<file path="config.mk">
export PLATFORM = sky130hd
export DESIGN_NAME = morse_tx_flat
export DESIGN_NICKNAME = d
export VERILOG_FILES = /design/src/rtl/morse_tx_if.sv /design/src/rtl/morse_tx.sv /design/src/flat_wrapper.sv
export SDC_FILE = /design/constraint.sdc
export NUM_CORES = 1
export LEC_CHECK = 0
export ABC_AREA = 1
export CAP_MARGIN = 20
export CORE_AREA = 3 3 81 83
export CTS_BUF_LIST = sky130_fd_sc_hd__clkbuf_4 sky130_fd_sc_hd__clkbuf_8 sky130_fd_sc_hd__clkbuf_16
export CTS_CLUSTER_DIAMETER = 50
export DETAILED_ROUTE_END_ITERATION = 10
export DIE_AREA = 0 0 84 86
export HOLD_SLACK_MARGIN = 0.1
export MAX_ROUTING_LAYER = met4
export PLACE_DENSITY = 0.7
export SLEW_MARGIN = 5
export SYNTH_ARGS = -nofsm -noshare
export SYNTH_HDL_FRONTEND = slang
export SYNTH_SLANG_ARGS = --single-unit
</file>
<file path="constraint.sdc">
create_clock -name i_clk -period 2 [get_ports i_clk]
set_input_delay 0.6 -clock i_clk [delete_from_list [all_inputs] [get_ports i_clk]]
set_output_delay 0.6 -clock i_clk [all_outputs]
set_load 0.05 [all_outputs]
</file>
<file path="src/rtl/morse_tx_if.sv">
// rtl/morse_tx_if.sv - letter handshake bundle between the key front end and morse_tx
interface morse_tx_if;
  logic       in_valid;
  logic [4:0] in_code;
  logic       in_ready;

  modport master (output in_valid, output in_code, input in_ready);
  modport slave  (input in_valid, input in_code, output in_ready);
endinterface

</file>
<file path="src/rtl/morse_tx.sv">
// rtl/morse_tx.sv - A-Z Morse letter transmitter with programmable unit tick and repeat mode
module morse_tx #(
  parameter int TICK_DIV   = 25000000,
  parameter int DASH_UNITS = 3,
  parameter int LETTER_GAP = 3,
  parameter int WORD_GAP   = 7
) (
  input  logic      i_clk,
  input  logic      i_reset,
  morse_tx_if.slave s_in,
  input  logic      i_repeat,
  output logic      o_out,
  output logic      o_busy,
  output logic      o_done,
  output logic      o_err
);
  localparam int TW = (TICK_DIV > 1) ? $clog2(TICK_DIV) : 1;
  localparam logic [TW-1:0] TICK_LAST = TW'(TICK_DIV - 1);
  localparam logic [TW-1:0] TICK_PEN  = (TICK_DIV > 1) ? TW'(TICK_DIV - 2) : '0;
  localparam logic [3:0] DASH_LEN  = 4'(DASH_UNITS);
  localparam logic [3:0] LGAP_LEN  = 4'(LETTER_GAP);
  localparam logic [3:0] WGAP_LEN  = 4'(WORD_GAP);
  localparam bit         SKIP_GAP  = (LETTER_GAP * TICK_DIV == 1);

  typedef enum logic [1:0] {S_IDLE, S_MARK, S_SPACE, S_GAP} state_t;

  state_t        r_state, w_state_nxt;
  logic [TW-1:0] r_tick;
  logic [2:0]    r_unit;
  logic [1:0]    r_sym, w_sym_nxt;
  logic [2:0]    r_len;
  logic [3:0]    r_pat;
  logic          r_rep, r_out, r_done, r_err;
  logic          w_done_nxt, w_err_nxt, w_load;
  logic [3:0]    w_need;
  logic          w_tick_wrap, w_unit_end, w_last_sym, w_gap_early;
  logic [6:0]    w_entry;

  // {length, pattern}; pattern bit0 is the first symbol, 1 = dash
  function automatic logic [6:0] code_entry(input logic [4:0] c);
    case (c)
      5'd0:  code_entry = {3'd2, 4'b0010};
      5'd1:  code_entry = {3'd4, 4'b0001};
      5'd2:  code_entry = {3'd4, 4'b0101};
      5'd3:  code_entry = {3'd3, 4'b0001};
      5'd4:  code_entry = {3'd1, 4'b0000};
      5'd5:  code_entry = {3'd4, 4'b0100};
      5'd6:  code_entry = {3'd3, 4'b0011};
      5'd7:  code_entry = {3'd4, 4'b0000};
      5'd8:  code_entry = {3'd2, 4'b0000};
      5'd9:  code_entry = {3'd4, 4'b1110};
      5'd10: code_entry = {3'd3, 4'b0101};
      5'd11: code_entry = {3'd4, 4'b0010};
      5'd12: code_entry = {3'd2, 4'b0011};
      5'd13: code_entry = {3'd2, 4'b0001};
      5'd14: code_entry = {3'd3, 4'b0111};
      5'd15: code_entry = {3'd4, 4'b0110};
      5'd16: code_entry = {3'd4, 4'b1011};
      5'd17: code_entry = {3'd3, 4'b0010};
      5'd18: code_entry = {3'd3, 4'b0000};
      5'd19: code_entry = {3'd1, 4'b0001};
      5'd20: code_entry = {3'd3, 4'b0100};
      5'd21: code_entry = {3'd4, 4'b1000};
      5'd22: code_entry = {3'd3, 4'b0110};
      5'd23: code_entry = {3'd4, 4'b1001};
      5'd24: code_entry = {3'd4, 4'b1101};
      5'd25: code_entry = {3'd4, 4'b0011};
      default: code_entry = 7'd0;
    endcase
  endfunction

  assign w_entry     = code_entry(s_in.in_code);
  assign w_need      = (r_state == S_MARK) ? (r_pat[r_sym] ? DASH_LEN : 4'd1) :
                       (r_state == S_GAP)  ? WGAP_LEN : 4'd1;
  assign w_tick_wrap = (r_tick == TICK_LAST);
  assign w_unit_end  = w_tick_wrap && (({1'b0, r_unit} + 4'd1) == w_need);
  assign w_last_sym  = (({1'b0, r_sym} + 3'd1) == r_len);
  // A single letter's gap hands its final cycle to the IDLE/done cycle, so the
  // next letter can start exactly LETTER_GAP units after the last mark.
  assign w_gap_early = (TICK_DIV > 1) ?
                       ((({1'b0, r_unit} + 4'd1) == LGAP_LEN) && (r_tick == TICK_PEN)) :
                       (({1'b0, r_unit} + 4'd2) == LGAP_LEN);

  always_comb begin
    w_state_nxt = r_state;
    w_sym_nxt   = r_sym;
    w_done_nxt  = 1'b0;
    w_err_nxt   = 1'b0;
    w_load      = 1'b0;
    case (r_state)
      S_IDLE: begin
        if (s_in.in_valid) begin
          if (s_in.in_code > 5'd25) begin
            w_err_nxt = 1'b1;
          end else begin
            w_load      = 1'b1;
            w_sym_nxt   = 2'd0;
            w_state_nxt = S_MARK;
          end
        end
      end
      S_MARK: begin
        if (w_unit_end) begin
          if (!w_last_sym) begin
            w_state_nxt = S_SPACE;
          end else if (!i_repeat && SKIP_GAP) begin
            w_state_nxt = S_IDLE;
            w_done_nxt  = 1'b1;
          end else begin
            w_state_nxt = S_GAP;
          end
        end
      end
      S_SPACE: begin
        if (w_unit_end) begin
          w_state_nxt = S_MARK;
          w_sym_nxt   = r_sym + 2'd1;
        end
      end
      S_GAP: begin
        if (r_rep) begin
          if (w_unit_end) begin
            w_state_nxt = S_MARK;
            w_sym_nxt   = 2'd0;
          end
        end else if (w_gap_early) begin
          w_state_nxt = S_IDLE;
          w_done_nxt  = 1'b1;
        end
      end
      default: w_state_nxt = S_IDLE;
    endcase
  end

  always_ff @(posedge i_clk) begin
    if (i_reset) begin
      r_state <= S_IDLE;
      r_tick  <= '0;
      r_unit  <= '0;
      r_sym   <= '0;
      r_len   <= '0;
      r_pat   <= '0;
      r_rep   <= 1'b0;
      r_out   <= 1'b0;
      r_done  <= 1'b0;
      r_err   <= 1'b0;
    end else begin
      r_state <= w_state_nxt;
      r_sym   <= w_sym_nxt;
      r_out   <= (w_state_nxt == S_MARK);
      r_done  <= w_done_nxt;
      r_err   <= w_err_nxt;
      if (w_load) begin
        r_len <= w_entry[6:4];
        r_pat <= w_entry[3:0];
      end
      if (r_state == S_MARK && w_unit_end && w_last_sym) begin
        r_rep <= i_repeat;
      end
      if (w_state_nxt != r_state || w_load) begin
        r_tick <= '0;
        r_unit <= '0;
      end else if (r_state != S_IDLE) begin
        if (w_tick_wrap) begin
          r_tick <= '0;
          r_unit <= r_unit + 3'd1;
        end else begin
          r_tick <= r_tick + TW'(1);
        end
      end
    end
  end

  assign s_in.in_ready = (r_state == S_IDLE);
  assign o_busy        = (r_state != S_IDLE);
  assign o_out         = r_out;
  assign o_done        = r_done;
  assign o_err         = r_err;

endmodule
</file>
<file path="src/flat_wrapper.sv">
// flat-port wrapper written by rule: the top's interface ports become plain ports
module morse_tx_flat 
#(
  parameter int TICK_DIV   = 25000000,
  parameter int DASH_UNITS = 3,
  parameter int LETTER_GAP = 3,
  parameter int WORD_GAP   = 7
)
  (i_clk, i_reset, i_repeat, o_out, o_busy, o_done, o_err, s_in_in_valid, s_in_in_code, s_in_in_ready);
  morse_tx_if s_in_i ();
  input  logic i_clk;
  input  logic i_reset;
  input  logic i_repeat;
  output logic o_out;
  output logic o_busy;
  output logic o_done;
  output logic o_err;
  input wire logic [$bits(s_in_i.in_valid)-1:0] s_in_in_valid;
  input wire logic [$bits(s_in_i.in_code)-1:0] s_in_in_code;
  output wire logic [$bits(s_in_i.in_ready)-1:0] s_in_in_ready;
  assign s_in_i.in_valid = s_in_in_valid;
  assign s_in_i.in_code = s_in_in_code;
  assign s_in_in_ready = s_in_i.in_ready;
  morse_tx #(.TICK_DIV(TICK_DIV), .DASH_UNITS(DASH_UNITS), .LETTER_GAP(LETTER_GAP), .WORD_GAP(WORD_GAP)) u_core (.i_clk(i_clk), .i_reset(i_reset), .s_in(s_in_i), .i_repeat(i_repeat), .o_out(o_out), .o_busy(o_busy), .o_done(o_done), .o_err(o_err));
endmodule
</file>
==> results of run 1 <==
==> cell usage in the layout, fill, tap and decap left out, drive strengths merged <==
cell,count
nand2,98
nor2,78
inv,77
buf,73
nand3,44
dfxtp,43
o21ai,25
nor3,13
ha,11
clkbuf,11
a21oi,10
nand4,8
xor2,6
o211ai,5
nor4,5
a31oi,4
o22ai,3
clkdlybuf4s50,3
or2,3
xnor2,2
a41oi,2
nand3b,2
clkinv,2
a221oi,1
a211oi,1
o2111ai,1
a31o,1
o31ai,1
o311ai,1
o221ai,1
and3,1
a22oi,1
dlygate4sd2,1
dlymetal6s2s,1
==> timing repair <==
| item | 4_1_cts | 5_1_grt |
|---|---|---|
| buffers inserted | 9 | 11 |
| setup endpoints to repair | 35 | 33 |
| resized for setup | 16 | 58 |
| gates cloned | 2 | 0 |
| hold endpoints to repair | 0 | 0 |
| pin swaps | 6 | 24 |
==> kinds of logic after synthesis <==
family / Yosys count
buffers and inverters: 84
AND/OR/NAND/NOR: 252
AO/OA/AOI/OAI: 57
flip-flops: 43
XOR/XNOR: 8
adder cells (fa/ha/maj): 11
==> sequential cells by signal, indices dropped and copies added (netlist names) <==
name / cells
u_core.o_err: 1
u_core.r_rep: 1
u_core.r_tick: 25
u_core.r_state: 2
u_core.r_pat: 4
u_core.r_sym: 2
u_core.o_done: 1
u_core.o_out: 1
u_core.r_len: 3
u_core.r_unit: 3
==> tightest hold or removal path, cell delays in order, from the launching register on <==
cell and delay, ns:
dfxtp_1 0.30, inv_1 0.07, o21ai_1 0.07
==> how the worst max path moves through the flow <==
stage	startpoint	to	slack, ns
after floorplan	s_in_in_code[1]	u_core.r_tick[16]	0.01
after global placement	s_in_in_code[0]	u_core.r_tick[5]	-0.51
after detailed placement	s_in_in_code[0]	u_core.r_tick[5]	-0.61
after CTS	s_in_in_code[1]	u_core.r_pat[1]	0.01
after global routing	u_core.r_state[0]	u_core.r_tick[10]	-0.05
final	u_core.r_unit[0]	u_core.r_tick[10]	0.05
==> per-layer routing <==
metal	vias to the layer above	part of all wire, %	track usage (%)	routed length [um]
li1	1639	-	-	-
met1	1489	43	26.6	3410
met2	69	52	41.4	4150
met3	20	3.4	3.65	269
met4	0	2.2	8.77	174
met5	-	0	-	0
==> metrics by stage <==
step / total power, W / worst slack [ns] / cell area (sq um) / instances / setup TNS [ns]
final: 0.00188 / 0.0521 / 4220 / 614 / 0
after global routing: 0.00197 / -0.0513 / 4220 / 614 / -0.937
after CTS: 0.00189 / 0.0119 / 4010 / 603 / 0
after detailed placement: 0.00124 / -0.605 / 3760 / 584 / -18.97
after global placement: 0.00124 / -0.506 / 3760 / 584 / -16.94
after floorplan: 0.00112 / 0.0146 / 3210 / 455 / 0
==> final cells by class <==
| cell class | instances | area, sq um | area share [%] |
|---|---|---|---|
| Clock buffer | 8 | 104 | 2.46 |
| Inverter | 79 | 303 | 7.17 |
| Multi-Input combinational cell | 328 | 2130 | 50.4 |
| Sequential cell | 43 | 887 | 21.0 |
| Tap cell | 75 | 93.8 | 2.22 |
| Timing Repair Buffer | 81 | 708 | 16.8 |
==> power breakdown <==
group	total (W)	switching (W)	internal [W]
registers	0.000889	0.0000166	0.000872
clock network	0.000618	0.000290	0.000329
logic	0.000377	0.000212	0.000165
total	0.00188	0.000518	0.00137
==> flow_summary.json, run 1 <==
{
  "status": "finished clean",
  "synth_top_area_share_pct": 27.0,
  "min_period_over_period_pct": 97.4,
  "synth_cells": 455,
  "ctsHtreeMaxLevel": 2,
  "antenna_cells": 0,
  "whs_ns": 0.490,
  "clock_skew_ns": 0.00584,
  "initial_core_util_pct": 53.9,
  "finalWirelength_um": 8010,
  "finalCriticalPeriod_ns": 1.95,
  "synth_edf_count": 0,
  "endpoint_kind": "flip-flop",
  "yosys-top-cells-count": "nand2_1, inv_1, dfxtp_1",
  "hold_path_end": "u_core.r_pat[1]",
  "cts_buffer_depth": 2,
  "path_cells": "ha_4 > nand2_2 > nand2_4 > inv_4 > nand2_4 > nor2_2 > nand3_2 > a21oi_2 > nand3_2 > nand3_2 > nand2_4 > nand2_8 > buf_12 > nor2_4",
  "place.detailed.hpwl_um": 5900,
  "power_density_mw_per_mm2": 446,
  "cp_top_family": "simple AND/OR/NAND/NOR gates",
  "drc_errors": 0,
  "slowest_delay_ns": 0.37,
  "io_pins": 14,
  "grt-ovfl-total": 0,
  "dieArea_sq_mm": 0.00722,
  "worstMarginPinSlew_ns": 0.381,
  "numCtsBuffers": 5,
  "cts_tree": "built",
  "grt_setup_unrepaired": "yes",
  "grt_max_degree": 13,
  "cts_root_buffer": "clkbuf_8",
  "startpoint_type": "flip-flop",
  "drive_gt1_share_pct": 38.8,
  "yosys_warnings": 0,
  "synth_compound_area_share_pct": 10.7,
  "syn_avg_cell_area_sq_um": 7.01,
  "worstPathMaxFanout": 7,
  "drt_iter0_drc": 221,
  "ys_ff_latch": 43,
  "final-setup-viol-count": 0,
  "wl_per_cell_um": 13.0,
  "maxCapViolCount": 0,
  "synth-simple-area-share_pct": 44.7,
  "rr_startpoint": "u_core.r_unit[0]",
  "grt_antenna_before_repair": 0,
  "yosysTopAreaCell": "dfxtp_1",
  "synthMuxAreaShare_pct": 0,
  "worstSkewPairLatency_ns": 0.30,
  "yosysSeqAreaShare_pct": 27.0,
  "fin_util_pct": 71.3,
  "drv_slew": 0,
  "synth_most_common_cell": "nand2_1",
  "cts_hold_buf": 0,
  "worstHoldStart": "u_core.r_pat[1]",
  "synth_xor_area_share_pct": 2.20,
  "hold_viol_final": 0,
  "place_congestion": 0.989,
  "io_buffer_count": 13,
  "rows": 28,
  "clk_pin_slew_worst_paths_ns": 0.08,
  "synth_top_family_by_area": "simple AND/OR/NAND/NOR gates",
  "yosysUniqueCellTypes": 44,
  "die_h_um": 86,
  "cellLeakagePower_nw": 1.73,
  "fmax_mhz": 513,
  "fillers": 480,
  "grt_pass1_wl_um": 13700,
  "grt_pass1_vias": 3137,
  "drtPass1Iterations": 4,
  "synth_area_sq_mm": 0.00319,
  "worstSetupPathDepth": 14,
  "synth_fa_ha_area_share_pct": 4.31,
  "core_area_sq_mm": 0.00592,
  "critPathBufInv": 2,
  "synth_ff_type": "dfxtp_1",
  "syn_nets": 475,
  "reg2reg_to": "u_core.r_tick[10]",
  "hold_path_depth": 2,
  "worstPathArrival_ns": 2.13,
  "worst_ep_required_time_ns": 2.18,
  "async_flop_share_pct": 0,
  "num_vias": 3217,
  "critPathKind": "reg -> reg",
  "nets": 558,
  "slew-limit-headroom_pct": 74.5,
  "drt-vias-per-instance": 5.24,
  "hold_class": "reg -> reg",
  "ant_nets": 0,
  "synthTopCellsByArea": "dfxtp_1, nor2_4, nand2_1",
  "cts.sinks": 43,
  "r2r_slack_ns": 0.05,
  "rr_worst_depth": 14,
  "ir_drop_v": 0.000317,
  "syn2layout_area_growth_pct": 32.3,
  "die_w_um": 84,
  "cp_slowest_cell": "dfxtp_4",
  "track_usage_pct": 23.4
}
Power figures use the tool's default switching activity.
==> run 2, diff against run 1 <==
CORE_AREA = 2 2 80 82   (was 3 3 81 83)
DIE_AREA = 0 0 82 84   (was 0 0 84 86)
==> flow_summary.json, run 2 (same netlist as run 1, synthesis figures left out) <==
{
  "status": "finished clean",
  "antenna_cells": 0,
  "finalCriticalPeriod_ns": 1.93,
  "drv_slew": 0,
  "grt_antenna_before_repair": 0,
  "cts.sinks": 43,
  "io_buffer_count": 13,
  "place.detailed.hpwl_um": 6000,
  "final_cell_mix": "nand2_1, inv_1, buf_4",
  "hold_class": "reg -> reg",
  "core_area_sq_mm": 0.00610,
  "track_usage_pct": 23.6,
  "clock_skew_ns": 0.00418,
  "critPathKind": "reg -> reg",
  "drt_iter0_drc": 152,
  "combPwrFrac_pct": 20.9,
  "num_vias": 3189,
  "whs_ns": 0.493,
  "worstSkewPairLatency_ns": 0.29,
  "cp_top_family": "simple AND/OR/NAND/NOR gates",
  "power_density_mw_per_mm2": 444,
  "grt-ovfl-total": 0,
  "initial_core_util_pct": 52.3,
  "final-setup-viol-count": 0,
  "grt_pass1_wl_um": 12700,
  "worstMarginPinSlew_ns": 0.404,
  "largest_registers": "u_core.r_tick: 25 flops, u_core.r_pat: 4 flops",
  "crit_path_frequent_cell": "nand2_1",
  "drc_errors": 0,
  "maxCapViolCount": 0,
  "cp_slowest_cell": "dfxtp_2",
  "drtPass1Iterations": 5,
  "grt_setup_unrepaired": "yes",
  "critPathBufInv": 3,
  "cts_buffer_depth": 2,
  "slowest_delay_ns": 0.34,
  "min_period_over_period_pct": 96.5,
  "largest_reg_flops": 25,
  "worst_ep_required_time_ns": 2.18,
  "p_int_w": 0.00129,
  "path_cells": "inv_2 > buf_4 > nand2_1 > nor2_1 > nand2_1 > nor2_4 > nand3_2 > nor2_4 > nand2_1 > nand2_1 > nand3_2 > nand3_2 > nand2_4 > nand2_8 > buf_12 > nor2_4",
  "fillers": 525,
  "worstPathArrival_ns": 2.11,
  "die_w_um": 82,
  "dieArea_sq_mm": 0.00689,
  "largest_register": "u_core.r_tick",
  "slew-limit-headroom_pct": 72.6,
  "cts_tree": "built",
  "grt_max_degree": 15,
  "grt_pass1_vias": 2940,
  "place_congestion": 0.929,
  "final_cell_area_sq_mm": 0.00411,
  "cellLeakagePower_nw": 1.67,
  "final_common_cell": "nand2_1",
  "clockPowerShare_pct": 30.3,
  "clk_pin_slew_worst_paths_ns": 0.08,
  "cts_hold_buf": 0,
  "worstPathMaxFanout": 6,
  "finalWirelength_um": 7790,
  "hold_viol_final": 0,
  "ant_nets": 0,
  "fmax_mhz": 518,
  "rows": 29,
  "ir_drop_v": 0.000464,
  "p_switching_w": 0.000539,
  "p_sw_share_pct": 29.5,
  "r2r_slack_ns": 0.07,
  "io_pins": 14,
  "placed_cell_area_sq_mm": 0.00378,
  "drt-vias-per-instance": 5.26,
  "nets": 548,
  "cts_root_buffer": "clkbuf_8",
  "drive_gt1_share_pct": 37.2,
  "numCtsBuffers": 5,
  "syn2layout_area_growth_pct": 28.9,
  "fin_util_pct": 67.5,
  "wl_per_cell_um": 12.9,
  "startpoint_type": "flip-flop",
  "seq_power_share_pct": 48.8,
  "die_h_um": 84,
  "ctsHtreeMaxLevel": 2,
  "endpoint_kind": "flip-flop"
}
run 2: path summary, 6_finish.rpt:
| kind | start | cells past startpoint | to |
|---|---|---|---|
| setup / recovery | u_core.r_tick[10] | 16 | u_core.r_tick[16] |
| hold / removal | u_core.r_pat[2] | 2 | u_core.r_pat[2] |
| setup reg to reg | u_core.r_tick[10] | 16 | u_core.r_tick[16] |
| hold reg to reg | u_core.r_pat[2] | 2 | u_core.r_pat[2] |
run 2: cell type report:
class | instances | area [sq um] | share of cell area [%]
multi-input combinational | 328 | 2090 | 50.9
inverter | 79 | 303 | 7.36
tap | 77 | 96.3 | 2.34
sequential | 43 | 883 | 21.5
clock buffer | 5 | 68.8 | 1.67
clock inverter | 3 | 20.0 | 0.487
timing repair buffer | 71 | 648 | 15.8
run 2: per-stage QoR:
stage                     setup slack [ns]  TNS (ns)  power, W  instances
after global placement              -0.478    -16.88   0.00125        586
after CTS                          0.00938         0   0.00181        599
final                               0.0697         0   0.00183        606
after global routing                -0.105     -1.51   0.00191        606
after detailed placement            -0.505    -17.75   0.00126        586
after floorplan                     0.0146         0   0.00112        455
run 2: tightest hold or removal path: stages, from the launching register on:
cell and delay [ns]:
dfxtp_1 0.30, inv_1 0.06, o22ai_1 0.08
run 2: timing repair:
item / 4_1_cts / 5_1_grt
endpoints found under the setup margin: 35 / 34
buffers inserted: 5 / 5
gates cloned: 0 / 2
gates resized for setup: 8 / 50
pin swaps: 4 / 16
run 2: power by group through the flow:
stage | logic, W | registers, W | clock network, W
final | 0.000382 | 0.000892 | 0.000552
after global routing | 0.000415 | 0.000894 | 0.000605
after global placement | 0.000339 | 0.000910 | 0
after CTS | 0.000347 | 0.000892 | 0.000571
after detailed placement | 0.000345 | 0.000911 | 0
after floorplan | 0.000203 | 0.000914 | 0
run 2: routing by layer:
metal,track usage (%),up-vias,routed length [um]
li1,-,1621,-
met1,28.9,1466,3330
met2,38.7,83,4000
met3,4.00,19,296
met4,7.73,0,161
met5,-,-,0
==> run 3, diff against run 2 <==
CORE_AREA = 2 2 110 112   (was 2 2 80 82)
DIE_AREA = 0 0 112 114   (was 0 0 82 84)
HOLD_SLACK_MARGIN = 0.08   (was 0.1)
PLACE_DENSITY = 0.4   (was 0.7)
==> flow_summary.json, run 3 (same netlist as run 1, synthesis figures left out) <==
{
  "status": "finished clean",
  "finalCriticalPeriod_ns": 1.90,
  "place.detailed.hpwl_um": 6870,
  "cts_buffer_depth": 2,
  "grt_pass1_wl_um": 14900,
  "fmax_mhz": 525,
  "numCtsBuffers": 5,
  "hold_class": "reg -> reg",
  "finalWirelength_um": 8720,
  "die_h_um": 114,
  "fin_util_pct": 38.1,
  "clk_pin_slew_worst_paths_ns": 0.07,
  "worstPathArrival_ns": 2.14,
  "placed_cells": 672,
  "largest_registers": "u_core.r_tick: 25 flops, u_core.r_pat: 4 flops",
  "drc_errors": 0,
  "initial_core_util_pct": 27.2,
  "clock_skew_ns": 0.00493,
  "die_w_um": 112,
  "grt_antenna_before_repair": 0,
  "drt_iter0_drc": 99,
  "grt_max_degree": 15,
  "cts.sinks": 43,
  "dieArea_sq_mm": 0.0128,
  "ir_drop_v": 0.000247,
  "hold_path_depth": 2,
  "cts_tree": "built",
  "io_buffer_count": 13,
  "num_vias": 3155,
  "rr_worst_depth": 13,
  "hold_viol_final": 0,
  "drt-vias-per-instance": 4.53,
  "rows": 40,
  "cts_hold_buf": 0,
  "worst_ep_required_time_ns": 2.23,
  "drv_slew": 0,
  "endpoint_kind": "flip-flop",
  "power_density_mw_per_mm2": 476,
  "ctsHtreeMaxLevel": 2,
  "cellLeakagePower_nw": 1.79,
  "core_area_sq_mm": 0.0117,
  "slew-limit-headroom_pct": 72.6,
  "final-setup-viol-count": 0,
  "worstSkewPairLatency_ns": 0.29,
  "largest_reg_flops": 25,
  "final_cell_area_sq_mm": 0.00446,
  "io_pins": 14,
  "grt-ovfl-total": 0,
  "worstPathMaxFanout": 3,
  "track_usage_pct": 14.7,
  "whs_ns": 0.489,
  "drive_gt1_share_pct": 40.7,
  "final_cell_mix": "buf_4, nand2_1, inv_1",
  "largest_register": "u_core.r_tick",
  "maxCapViolCount": 0,
  "fin_tns_setup_ns": 0,
  "place_congestion": 0.842,
  "wl_per_cell_um": 12.5,
  "stdcell_count": 697,
  "min_period_over_period_pct": 95.2,
  "worstMarginPinSlew_ns": 0.404,
  "critPathKind": "in -> reg",
  "grt_pass1_vias": 3186,
  "antenna_cells": 0,
  "placed_cell_area_sq_mm": 0.00397,
  "startpoint_type": "primary input",
  "nets": 569,
  "cts_root_buffer": "clkbuf_16",
  "syn2layout_area_growth_pct": 39.7,
  "grt_setup_unrepaired": "yes",
  "drtPass1Iterations": 4,
  "ant_nets": 0,
  "final_common_cell": "buf_4"
}
-- run 3: cell count changes in the layout (fill, tap and decap cells not counted), moves of 3 or more --
cell	before	now
buf_4	55	77
dfxtp_2	18	10
nand2_1	74	67
nand2_2	21	28
clkbuf_8	5	0
dfxtp_1	25	29
dfxtp_4	0	4
nor2_2	17	13
nor2_4	29	33
clkbuf_16	2	5
-- run 3: power breakdown --
| part | total (W) | internal, W | switching, W |
|---|---|---|---|
| Clock | 0.000827 | 0.000461 | 0.000366 |
| Combinational | 0.000413 | 0.000189 | 0.000223 |
| Sequential | 0.000884 | 0.000870 | 0.0000141 |
| Total | 0.00212 | 0.00152 | 0.000604 |
-- run 3: what timing repair did --
action / 4_1_cts / 5_1_grt
pin swaps: 11 / 27
buffers inserted: 7 / 8
cloned: 2 / 0
resized for setup: 22 / 58
setup endpoints to repair: 38 / 30
-- run 3: final timing paths --
path,start,end,slack [ns]
hold / removal,u_core.r_pat[3],u_core.r_pat[3],0.49
setup / recovery,s_in_in_code[3],u_core.o_out,0.1
hold reg to reg,u_core.r_pat[3],u_core.r_pat[3],0.49
setup reg to reg,u_core.r_tick[22],u_core.r_tick[10],0.1
-- run 3: final cells by class --
class	instances	area, sq um
Fill cell	1275	7250
Clock inverter	3	20.0
Clock buffer	5	125
Inverter	79	303
Multi-Input combinational cell	328	2150
Tap cell	147	184
Sequential cell	43	888
Timing Repair Buffer	92	787
-- run 3: critical path, cell delays in order --
cell and delay (ns):
dlygate4sd2_1 0.24, inv_1 0.09, nor2_4 0.12, nand2_2 0.06, nand2_2 0.08, inv_2 0.04, o211ai_1 0.24, buf_4 0.15
buf_4 0.09, buf_4 0.09, buf_4 0.09, buf_4 0.10, nand3_4 0.06, nor2_2 0.08
-- run 3: metal layers --
metal | vias to the layer above | routed length, um | part of all wire (%) | global-route usage (%)
li1 | 1658 | - | - | -
met1 | 1449 | 3970 | 45 | 17.4
met2 | 40 | 4460 | 51 | 26.5
met3 | 8 | 219 | 2.5 | 2.39
met4 | 0 | 74 | 0.85 | 2.68
met5 | - | 0 | 0 | -
-- run 3: through the flow --
| step | total power [W] | worst slack [ns] |
|---|---|---|
| finish | 0.00212 | 0.0958 |
| global placement | 0.00127 | -0.539 |
| CTS | 0.00216 | 0.0214 |
| global route | 0.00222 | -0.0326 |
| detailed placement | 0.00127 | -0.589 |
| floorplan | 0.00112 | 0.0146 |
